==> src/rtl/bcd_disp_pkg.sv <==
// Shared constants for the seven-segment display path.
// Glyphs are active-high, bit0=a .. bit6=g; pin polarity is applied by the user.
package bcd_disp_pkg;

  localparam int unsigned SEG_W = 7;

  // Segment bit positions
  localparam int unsigned SEG_A = 0;
  localparam int unsigned SEG_B = 1;
  localparam int unsigned SEG_C = 2;
  localparam int unsigned SEG_D = 3;
  localparam int unsigned SEG_E = 4;
  localparam int unsigned SEG_F = 5;
  localparam int unsigned SEG_G = 6;

  // Decimal glyphs (gfedcba)
  localparam logic [SEG_W-1:0] SEG_0 = 7'b011_1111;
  localparam logic [SEG_W-1:0] SEG_1 = 7'b000_0110;
  localparam logic [SEG_W-1:0] SEG_2 = 7'b101_1011;
  localparam logic [SEG_W-1:0] SEG_3 = 7'b100_1111;
  localparam logic [SEG_W-1:0] SEG_4 = 7'b110_0110;
  localparam logic [SEG_W-1:0] SEG_5 = 7'b110_1101;
  localparam logic [SEG_W-1:0] SEG_6 = 7'b111_1101;
  localparam logic [SEG_W-1:0] SEG_7 = 7'b000_0111;
  localparam logic [SEG_W-1:0] SEG_8 = 7'b111_1111;
  localparam logic [SEG_W-1:0] SEG_9 = 7'b110_1111;

  // Non-decimal nibbles show a dash (g only); blank lights nothing
  localparam logic [SEG_W-1:0] SEG_DASH  = SEG_W'(1) << SEG_G;
  localparam logic [SEG_W-1:0] SEG_BLANK = '0;

endpackage

==> src/rtl/bcd_seg_decode.sv <==
// Combinational BCD to seven-segment glyph decoder (active-high).
// Ports:
//   bcd      in  4  BCD nibble
//   glyph_c  out 7  active-high glyph, bit0=a .. bit6=g; 10-15 give a dash
module bcd_seg_decode
  import bcd_disp_pkg::*;
(
  input  logic [3:0]       bcd,
  output logic [SEG_W-1:0] glyph_c
);

  always_comb begin
    glyph_c = SEG_DASH;
    case (bcd)
      4'd0:    glyph_c = SEG_0;
      4'd1:    glyph_c = SEG_1;
      4'd2:    glyph_c = SEG_2;
      4'd3:    glyph_c = SEG_3;
      4'd4:    glyph_c = SEG_4;
      4'd5:    glyph_c = SEG_5;
      4'd6:    glyph_c = SEG_6;
      4'd7:    glyph_c = SEG_7;
      4'd8:    glyph_c = SEG_8;
      4'd9:    glyph_c = SEG_9;
      default: glyph_c = SEG_DASH;
    endcase
  end

endmodule

==> src/rtl/bcd_display_mux.sv <==
// Time-multiplexed driver for a DIGITS-wide seven-segment display.
// Scans one digit per PRESCALE clocks; a loaded BCD word is staged and only
// adopted for display at a frame wrap so a frame never mixes two values.
// Optional feature: define BCD_DISP_LZB_EN for leading-zero blanking.
// Ports:
//   clk         in   1         system clock
//   rst_n       in   1         asynchronous active-low reset
//   bcd_in      in   4*DIGITS  packed BCD, nibble k is digit k
//   load        in   1         strobe: capture bcd_in into staging
//   load_ack    out  1         pulse when the staged value became displayed
//   segment     out  7         segment lines a..g, polarity per ACTIVE_LOW
//   anode       out  DIGITS    one-hot digit enable, polarity per ACTIVE_LOW
//   frame_tick  out  1         pulse in the cycle the scan wraps to digit 0
module bcd_display_mux
  import bcd_disp_pkg::*;
#(
  parameter int unsigned DIGITS     = 4,
  parameter int unsigned PRESCALE   = 50000,
  parameter bit          ACTIVE_LOW = 1'b1
) (
  input  logic                  clk,
  input  logic                  rst_n,
  input  logic [4*DIGITS-1:0]   bcd_in,
  input  logic                  load,
  output logic                  load_ack,
  output logic [SEG_W-1:0]      segment,
  output logic [DIGITS-1:0]     anode,
  output logic                  frame_tick
);

  localparam int unsigned BCD_W = 4 * DIGITS;
  localparam int unsigned CNT_W = (PRESCALE > 1) ? $clog2(PRESCALE) : 1;
  localparam int unsigned IDX_W = (DIGITS > 1) ? $clog2(DIGITS) : 1;
  localparam logic [CNT_W-1:0]  CNT_LAST  = CNT_W'(PRESCALE - 1);
  localparam logic [IDX_W-1:0]  IDX_LAST  = IDX_W'(DIGITS - 1);
  localparam logic [SEG_W-1:0]  SEG_OFF   = {SEG_W{ACTIVE_LOW}};
  localparam logic [DIGITS-1:0] ANODE_OFF = {DIGITS{ACTIVE_LOW}};

  logic [CNT_W-1:0]  presc, presc_nxt;
  logic [IDX_W-1:0]  idx, idx_nxt;
  logic [BCD_W-1:0]  staging, staging_nxt;
  logic [BCD_W-1:0]  display, display_nxt;
  logic              pending, pending_nxt;
  logic              ack_nxt, tick_nxt;
  logic [SEG_W-1:0]  seg_nxt, lit;
  logic [DIGITS-1:0] anode_nxt;
  logic [3:0]        nibble;
  logic [SEG_W-1:0]  glyph_c;
  logic              blank;
  logic              presc_last, wrap;

  // Select the displayed nibble of the digit currently being scanned
  always_comb begin
    nibble = 4'd0;
    for (int k = 0; k < int'(DIGITS); k++) begin
      if (idx == IDX_W'(k)) nibble = display[k*4 +: 4];
    end
  end

  bcd_seg_decode u_decode (
    .bcd     (nibble),
    .glyph_c (glyph_c)
  );

`ifdef BCD_DISP_LZB_EN
  // Blank this digit when it and every digit above it hold zero; digit 0 never blanks
  always_comb begin
    logic higher_nz;
    higher_nz = 1'b0;
    for (int k = 0; k < int'(DIGITS); k++) begin
      if ((IDX_W'(k) >= idx) && (display[k*4 +: 4] != 4'd0)) higher_nz = 1'b1;
    end
    blank = (idx != '0) && !higher_nz;
  end
`else
  assign blank = 1'b0;
`endif

  // Scan counters, double-buffer handshake and next output values
  always_comb begin
    presc_nxt   = presc;
    idx_nxt     = idx;
    staging_nxt = staging;
    display_nxt = display;
    pending_nxt = pending;
    ack_nxt     = 1'b0;
    tick_nxt    = 1'b0;
    seg_nxt     = SEG_OFF;
    anode_nxt   = ANODE_OFF;
    lit         = SEG_BLANK;

    presc_last = (presc == CNT_LAST);
    wrap       = presc_last && (idx == IDX_LAST);

    if (presc_last) begin
      presc_nxt = '0;
      idx_nxt   = (idx == IDX_LAST) ? '0 : idx + IDX_W'(1);
    end else begin
      presc_nxt = presc + CNT_W'(1);
    end

    // frame_tick is registered, so flag the wrap one cycle ahead
    tick_nxt = (presc_nxt == CNT_LAST) && (idx_nxt == IDX_LAST);

    // A load in the wrap cycle bypasses staging and commits directly
    if (wrap) begin
      if (load) begin
        staging_nxt = bcd_in;
        display_nxt = bcd_in;
      end else if (pending) begin
        display_nxt = staging;
      end
      ack_nxt     = load || pending;
      pending_nxt = 1'b0;
    end else if (load) begin
      staging_nxt = bcd_in;
      pending_nxt = 1'b1;
    end

    lit     = blank ? SEG_BLANK : glyph_c;
    seg_nxt = ACTIVE_LOW ? ~lit : lit;
    for (int k = 0; k < int'(DIGITS); k++) begin
      anode_nxt[k] = (idx == IDX_W'(k)) ^ ACTIVE_LOW;
    end
  end

  // State and output registers
  always_ff @(posedge clk or negedge rst_n) begin
    if (!rst_n) begin
      presc      <= '0;
      idx        <= '0;
      staging    <= '0;
      display    <= '0;
      pending    <= 1'b0;
      segment    <= SEG_OFF;
      anode      <= ANODE_OFF;
      load_ack   <= 1'b0;
      frame_tick <= 1'b0;
    end else begin
      presc      <= presc_nxt;
      idx        <= idx_nxt;
      staging    <= staging_nxt;
      display    <= display_nxt;
      pending    <= pending_nxt;
      segment    <= seg_nxt;
      anode      <= anode_nxt;
      load_ack   <= ack_nxt;
      frame_tick <= tick_nxt;
    end
  end

endmodule

==> config.mk <==
export PLATFORM = sky130hd
export DESIGN_NAME = bcd_display_mux
export DESIGN_NICKNAME = d
export VERILOG_FILES = /design/src/rtl/bcd_disp_pkg.sv /design/src/rtl/bcd_seg_decode.sv /design/src/rtl/bcd_display_mux.sv
export SDC_FILE = /design/constraint.sdc
export NUM_CORES = 1
export LEC_CHECK = 0
export BUFFER_PORTS_ARGS = -buffer_cell sky130_fd_sc_hd__buf_4
export CAP_MARGIN = 40
export CORE_MARGIN = 4
export CORE_UTILIZATION = 50
export CTS_CLUSTER_DIAMETER = 30
export DETAILED_ROUTE_END_ITERATION = 8
export PLACE_DENSITY = 0.69
export SETUP_SLACK_MARGIN = 0.5
export SLEW_MARGIN = 20
export SYNTH_ARGS = -nofsm -noshare
export SYNTH_HDL_FRONTEND = slang
export SYNTH_SLANG_ARGS = --single-unit
==> constraint.sdc <==
create_clock -name clk -period 2.7 [get_ports clk]
set_input_delay 0.405 -clock clk [delete_from_list [all_inputs] [get_ports clk]]
set_output_delay 0.405 -clock clk [all_outputs]
set_load 0.05 [all_outputs]
==> results of run 1 <==
[critical path, stage by stage (launching register included)]
cell	delay, ns
dfrtp_2	0.44
ha_2	0.30
nor2b_1	0.15
nand4_1	0.17
or4_4	0.69
mux2_4	0.33
[placed cells by master (no fill, tap or decap), types with 9 or more instances in the layout]
cell type and instances:
nand3_1 9, mux2_4 9, inv_1 12, dfstp_2 11
xor2_1 10, clkbuf_8 11, nor2_1 12, a21oi_1 12
nand2_1 16, dfrtp_1 51, buf_4 40, mux2_2 26
[sequential cells by signal, indices dropped and copies added, names as in the netlist, 2 cells and up]
| name | cells |
|---|---|
| anode | 4 |
| idx | 2 |
| segment | 7 |
| presc | 16 |
| display | 16 |
| staging | 16 |
[routing by layer]
metal / routed length [microns] / vias up
li1: - / 981
met1: 2760 / 986
met5: 0 / -
met2: 2600 / 45
met4: 105 / 0
met3: 287 / 9
[metrics by stage]
step,utilization (%),setup WS [ns],instances
CTS,59.1,0.480,370
detailed placement,56.0,0.390,354
global placement,56.0,0.400,354
floorplan,-,0.503,261
global route,61.1,0.399,378
finish,61.1,0.484,378
[repair_timing]
| action | CTS | global route |
|---|---|---|
| hold endpoints to repair | 0 | 0 |
| buffers inserted | 0 | 6 |
| gates cloned | 0 | 1 |
| setup endpoints to repair | 19 | 24 |
| gates resized for setup | 3 | 10 |
| pin swaps | 1 | 5 |
[power by group]
group          internal (mW)  switching (mW)
logic                 0.0777          0.0914
registers               1.01          0.0128
clock network          0.384           0.343
[how the worst max path moves through the flow]
stage	slack (ns)	from	end	depth (start not counted)
final	0.48	presc[0]	display[4]	5
after detailed placement	0.39	idx[0]	segment[4]	8
after floorplan	0.50	presc[11]	display[0]	6
after global routing	0.40	presc[12]	display[15]	4
after CTS	0.48	presc[9]	display[4]	4
after global placement	0.40	idx[0]	segment[4]	9
[area by class of cell]
type / count / area [sq um] / share of cell area (%)
Clock inverter: 1 / 5.00 / 0.138
Inverter: 12 / 45.0 / 1.25
Multi-Input combinational cell: 170 / 1360 / 37.6
Timing Repair Buffer: 41 / 328 / 9.06
Clock buffer: 15 / 166 / 4.60
Sequential cell: 64 / 1620 / 44.7
Tap cell: 75 / 93.8 / 2.59
[kinds of logic (layout without fill, tap and decap cells)]
logic type	count (synthesis)	in the layout	share of synthesized area, %
adder cells (fa/ha/maj)	10	10	4.10
AND/OR/NAND/NOR	73	74	12.8
multiplexers	38	38	15.0
flip-flops	64	64	52.9
AO/OA/AOI/OAI	32	32	6.31
buffers and inverters	28	69	4.30
XOR/XNOR	16	16	4.59
==> impl_results.md, run 1 <==
- Die boundary height: roughly 86 microns
- First drt pass iteration count: 4
- Final Hold Viols: 0
- Total Power: around 1.9 mW
- Most common cell in the netlist: dfrtp_1
- Nets: 327
- Grt met3 use: slightly below 4%
- RSZ-0062 raised after global routing: true
- Worst-path fanout max: 9
- Final worst path period share: 82.1%
- Largest net degree at the start of global routing: 65
- Peak supply drop: 355 uV
- Max_cap viols: 0
- Core area: between 5000 and 6000 sq um
- Post-synth EDFFs: 0
- GRT overflow: 0
- Period minus WS final: approximately 2.2 ns
- DR vias: 2,021
- Crit end category: flop
- CTS tree: yes
- Status: completed
- First-pass GRT wire length: ~9400 microns
- Gpl congestion: 0.884
- Hold slack: 0.0481 ns
- Fmax: 451 MHz
- Layout Skew: ~0.011 ns
- Post-Syn Instances: ~260
- Post-Syn Area: 3050 sq um
- Busiest layer in global routing: met2
- Via density: 5.35
- Fill count: 520
- Num rows: 28
- Post-Syn Nets: 290
- HPWL after detailed placement: 3710 microns
- CTS clock-pin slew for the worst setup and hold paths: 0.07 ns
- Post-synth top area share: 43.4%
- Leakage: 1.67 nW
- Clk buf depth: 2
- R2r setup slk: 0.48 ns
- Share of layout cells above drive strength 1: 38.6%
- Relative slew margins: 75.7%
- Ant diodes: 0
- Fin area: between 3000 and 4000 sq um
- DRC errors left: 0
- Syn Area/Cell: roughly 12 sq um
- Min-delay worst type: in2async
- Starting Density: 51.6%
- Drt total wl: around 5700 microns
- Seq cells post-synth: 64
- CTS sink count: 64
- Setup Viol. Count Final: 0
- WS Path Type: reg2reg
- Io pins: 32
- Met2 GRT Util: a little under a quarter
- Post-DP Area: approximately 3300 sq um
- H-tree Lvls: 3
- Port buffer count: 31
- Sequential area share after synthesis: 52.9%
- Inserted Clock Buffers: 9
- CTS Hold Bufs: 0
- Synth unique cells: 41
- Async S/R FF share, synth: 100%
- DIE WIDTH: approximately 86 microns
- Vias in the first global route: 1,965
- Worst slew pin tran: around 0.36 ns
- Routed Antenna Nets: 0
- Max Slew Vio Count: 0
- Initial antenna violation count: 0
- Worst Setup Start Kind: flop
- Leading post-synthesis cells by cell area: dfrtp_1 43%, mux2_2 9.6%, dfstp_2 9.5%
- Terminus of the critical flop-to-flop path: display[4]
- Routing usage on met1: 22.8%
- Setup TNS: 0 ns
- Iteration-0 DRC Markers: 73
- Drt wl/cell: 15.2 microns
- Synth top cells by count: 53 x dfrtp_1, 26 x mux2_2, 17 x nand2_1
- Top_reg_cell synth: dfrtp_1
- R2R cell count: 5
- Worst r2r src: presc[0]
- P per Cell Area: 529 nW/um^2
- WP data arrival: between 2 and 2.5 ns
- Critical Path RT: roughly 2.9 ns
- Skew-Pair Late Insertion Delay: 0.34 ns
- Area Overhead vs Synth: 18.4%
- YS warnings: 0
- GRT Overall Usage: 16.4%
- Leading area contributor after synthesis: dfrtp_1
- Clk Tree Root Cell: clkbuf_8
- Die footprint: 7420 sq um
(Power assumes the default switching activity.)
==> inputs of run 2 (changes only) <==
--- a/config.mk
+++ b/config.mk
@@ -11,7 +11,7 @@
 export CORE_UTILIZATION = 50
 export CTS_CLUSTER_DIAMETER = 30
 export DETAILED_ROUTE_END_ITERATION = 8
-export PLACE_DENSITY = 0.69
+export PLACE_DENSITY = 0.72
 export SETUP_SLACK_MARGIN = 0.5
 export SLEW_MARGIN = 20
 export SYNTH_ARGS = -nofsm -noshare
==> constraint.sdc (replaced) <==
create_clock -name clk -period 1.85 [get_ports clk]
set_input_delay 0.2775 -clock clk [delete_from_list [all_inputs] [get_ports clk]]
set_output_delay 0.2775 -clock clk [all_outputs]
set_load 0.05 [all_outputs]
==> run 2 against run 1 <==
The run now ends with negative setup slack left. Global-route usage is 3.3 points higher. Critical path depth stayed put. Clock power increased by 53%. Routed wire length is 20% higher. Power rose by 50%. Via count increased by 13%. Critical endpoint is now display[2].
==> impl_results.md, run 2 (synthesis gave the netlist of run 1 again) <==
- Status: complete, but fails checks
- Violated checks: negative setup slack
- Die footprint: 7420 sq um
- CTS tree: yes
- Period minus WS final: 2.07 ns
- Largest net degree at the start of global routing: 37
- Gpl congestion: between 0.8 and 0.9
- DR vias: 2,277
- Biggest regs: display x16, presc x16, staging x16
- Peak supply drop: 478 uV
- RSZ-0062 raised after global routing: true
- Busiest layer in global routing: met2
- Drt total wl: just under 7000 microns
- Hold endpoint: staging[1]
- Hold path cells: 2
- Via density: 5.33
- Initial antenna violation count: 0
- Routed Antenna Nets: 0
- Port buffer count: 31
- Critical Path RT: 2.08 ns
- Nets: 376
- Min-delay worst type: in2reg
- Leakage: 2.02 nW
- WS Path Type: reg2reg
- Skew-Pair Late Insertion Delay: 0.34 ns
- Worst Hold Launch: bcd_in[1]
- Final Hold Viols: 0
- Inserted Clock Buffers: 9
- Max_cap viols: 0
- Met2 GRT Util: 33.0%
- Fin area: 4340 sq um
- First-pass GRT wire length: 11,000 microns
- R2R cell count: 5
- DIE WIDTH: 86.2 microns
- Io pins: 32
- CTS sink count: 64
- CTS clock-pin slew for the worst setup and hold paths: 0.06 ns
- Layout Skew: 0.00553 ns
- Post-DP Area: 3720 sq um
- Relative slew margins: 70.8%
- Final worst path period share: 112%
- Final core occ: 73.3%
- Clk Tree Root Cell: clkbuf_8
- Vias in the first global route: 2,275
- Max Slew Vio Count: 0
- Setup TNS: -3.55 ns
- Terminus of the critical flop-to-flop path: display[2]
- Die boundary height: 86.2 microns
- Starting Density: 51.6%
- H-tree Lvls: 3
- First drt pass iteration count: 4
- Worst r2r src: presc[5]
- Setup Viol. Count Final: 23
- R2r setup slk: -0.22 ns
- GRT overflow: 0
- Share of layout cells above drive strength 1: 60.2%
- Ant diodes: 0
- Routing usage on met1: 23.9%
- GRT Overall Usage: between 10% and 20%
- Grt met3 use: 5.67%
- Crit end category: flop
- Worst Setup Start Kind: flop
- Core area: ~5900 sq um
- Worst-path fanout max: 4
- WP data arrival: 2.30 ns
- Clk buf depth: 2
- P per Cell Area: 663 nW/um^2
- Commonest non-fill, non-tap cell in the layout: buf_4
- DRC errors left: 0
- Area Overhead vs Synth: 42.1%
- Iteration-0 DRC Markers: 94
- Fmax: between 400 and 500 MHz
- HPWL after detailed placement: 4250 microns
- Drt wl/cell: 16.1 microns
- Worst Slack Setup Final: -0.216 ns
- Most frequent cells in the layout: 64 x buf_4, 51 x dfrtp_1, 23 x mux2_2, 23 x buf_6, 14 x nand2_1
- Num rows: 28
- Worst slew pin tran: 0.438 ns
run 2: worst max path at each step:
stage | from | end | slack, ns | depth (start not counted)
2_1_floorplan | presc[11] | display[0] | -0.32 | 6
3_3_place_gp | presc[5] | display[3] | -0.21 | 5
3_5_place_dp | presc[5] | display[3] | -0.22 | 5
4_1_cts | presc[5] | display[12] | -0.20 | 5
5_1_grt | presc[5] | frame_tick | -0.28 | 8
6_report | presc[5] | display[2] | -0.22 | 5
run 2: through the flow:
stage          hold WS [ns]  setup slack (ns)  instances  power [mW]
3_5_place_dp          0.256            -0.225        393        1.77
4_1_cts               0.168            -0.201        419        2.89
5_1_grt               0.171            -0.277        427        3.02
6_report              0.181            -0.216        427        2.88
3_3_place_gp          0.256            -0.213        393        1.76
2_1_floorplan       -0.0181            -0.323        261        1.65
run 2: cell type report:
cell class,count,area [sq um]
Tap cell,75,93.8
Fill cell,397,1580
Inverter,12,47.5
Clock buffer,14,173
Multi-Input combinational cell,171,1630
Clock inverter,2,12.5
Timing Repair Buffer,89,769
Sequential cell,64,1620
run 2: worst max-delay path, cell delays in order, from the launching register on:
cell	delay, ns
dfrtp_1	0.38
nor2_1	0.11
nand2_1	0.08
or4_4	0.45
or4_4	0.62
mux2_4	0.32
run 2: what timing repair did:
action                                  CTS  global route
pin swaps                                23            15
gates cloned                              2             0
hold buffers                              1             0
hold endpoints to repair                 30             0
endpoints found under the setup margin   42            53
setup buffers                             7             8
gates resized for setup                  48            29
run 2: metal layers:
layer | vias to the layer above | wire, microns
met1 | 1133 | 2920
met4 | 0 | 126
met2 | 47 | 3540
met3 | 12 | 302
met5 | - | 0
li1 | 1085 | -
run 2: where the power goes:
| part | leakage, nW | switching (mW) | internal [mW] |
|---|---|---|---|
| sequential | 0.789 | 0.0230 | 1.47 |
| combinational | 1.14 | 0.146 | 0.133 |
| clock | 0.0927 | 0.512 | 0.595 |
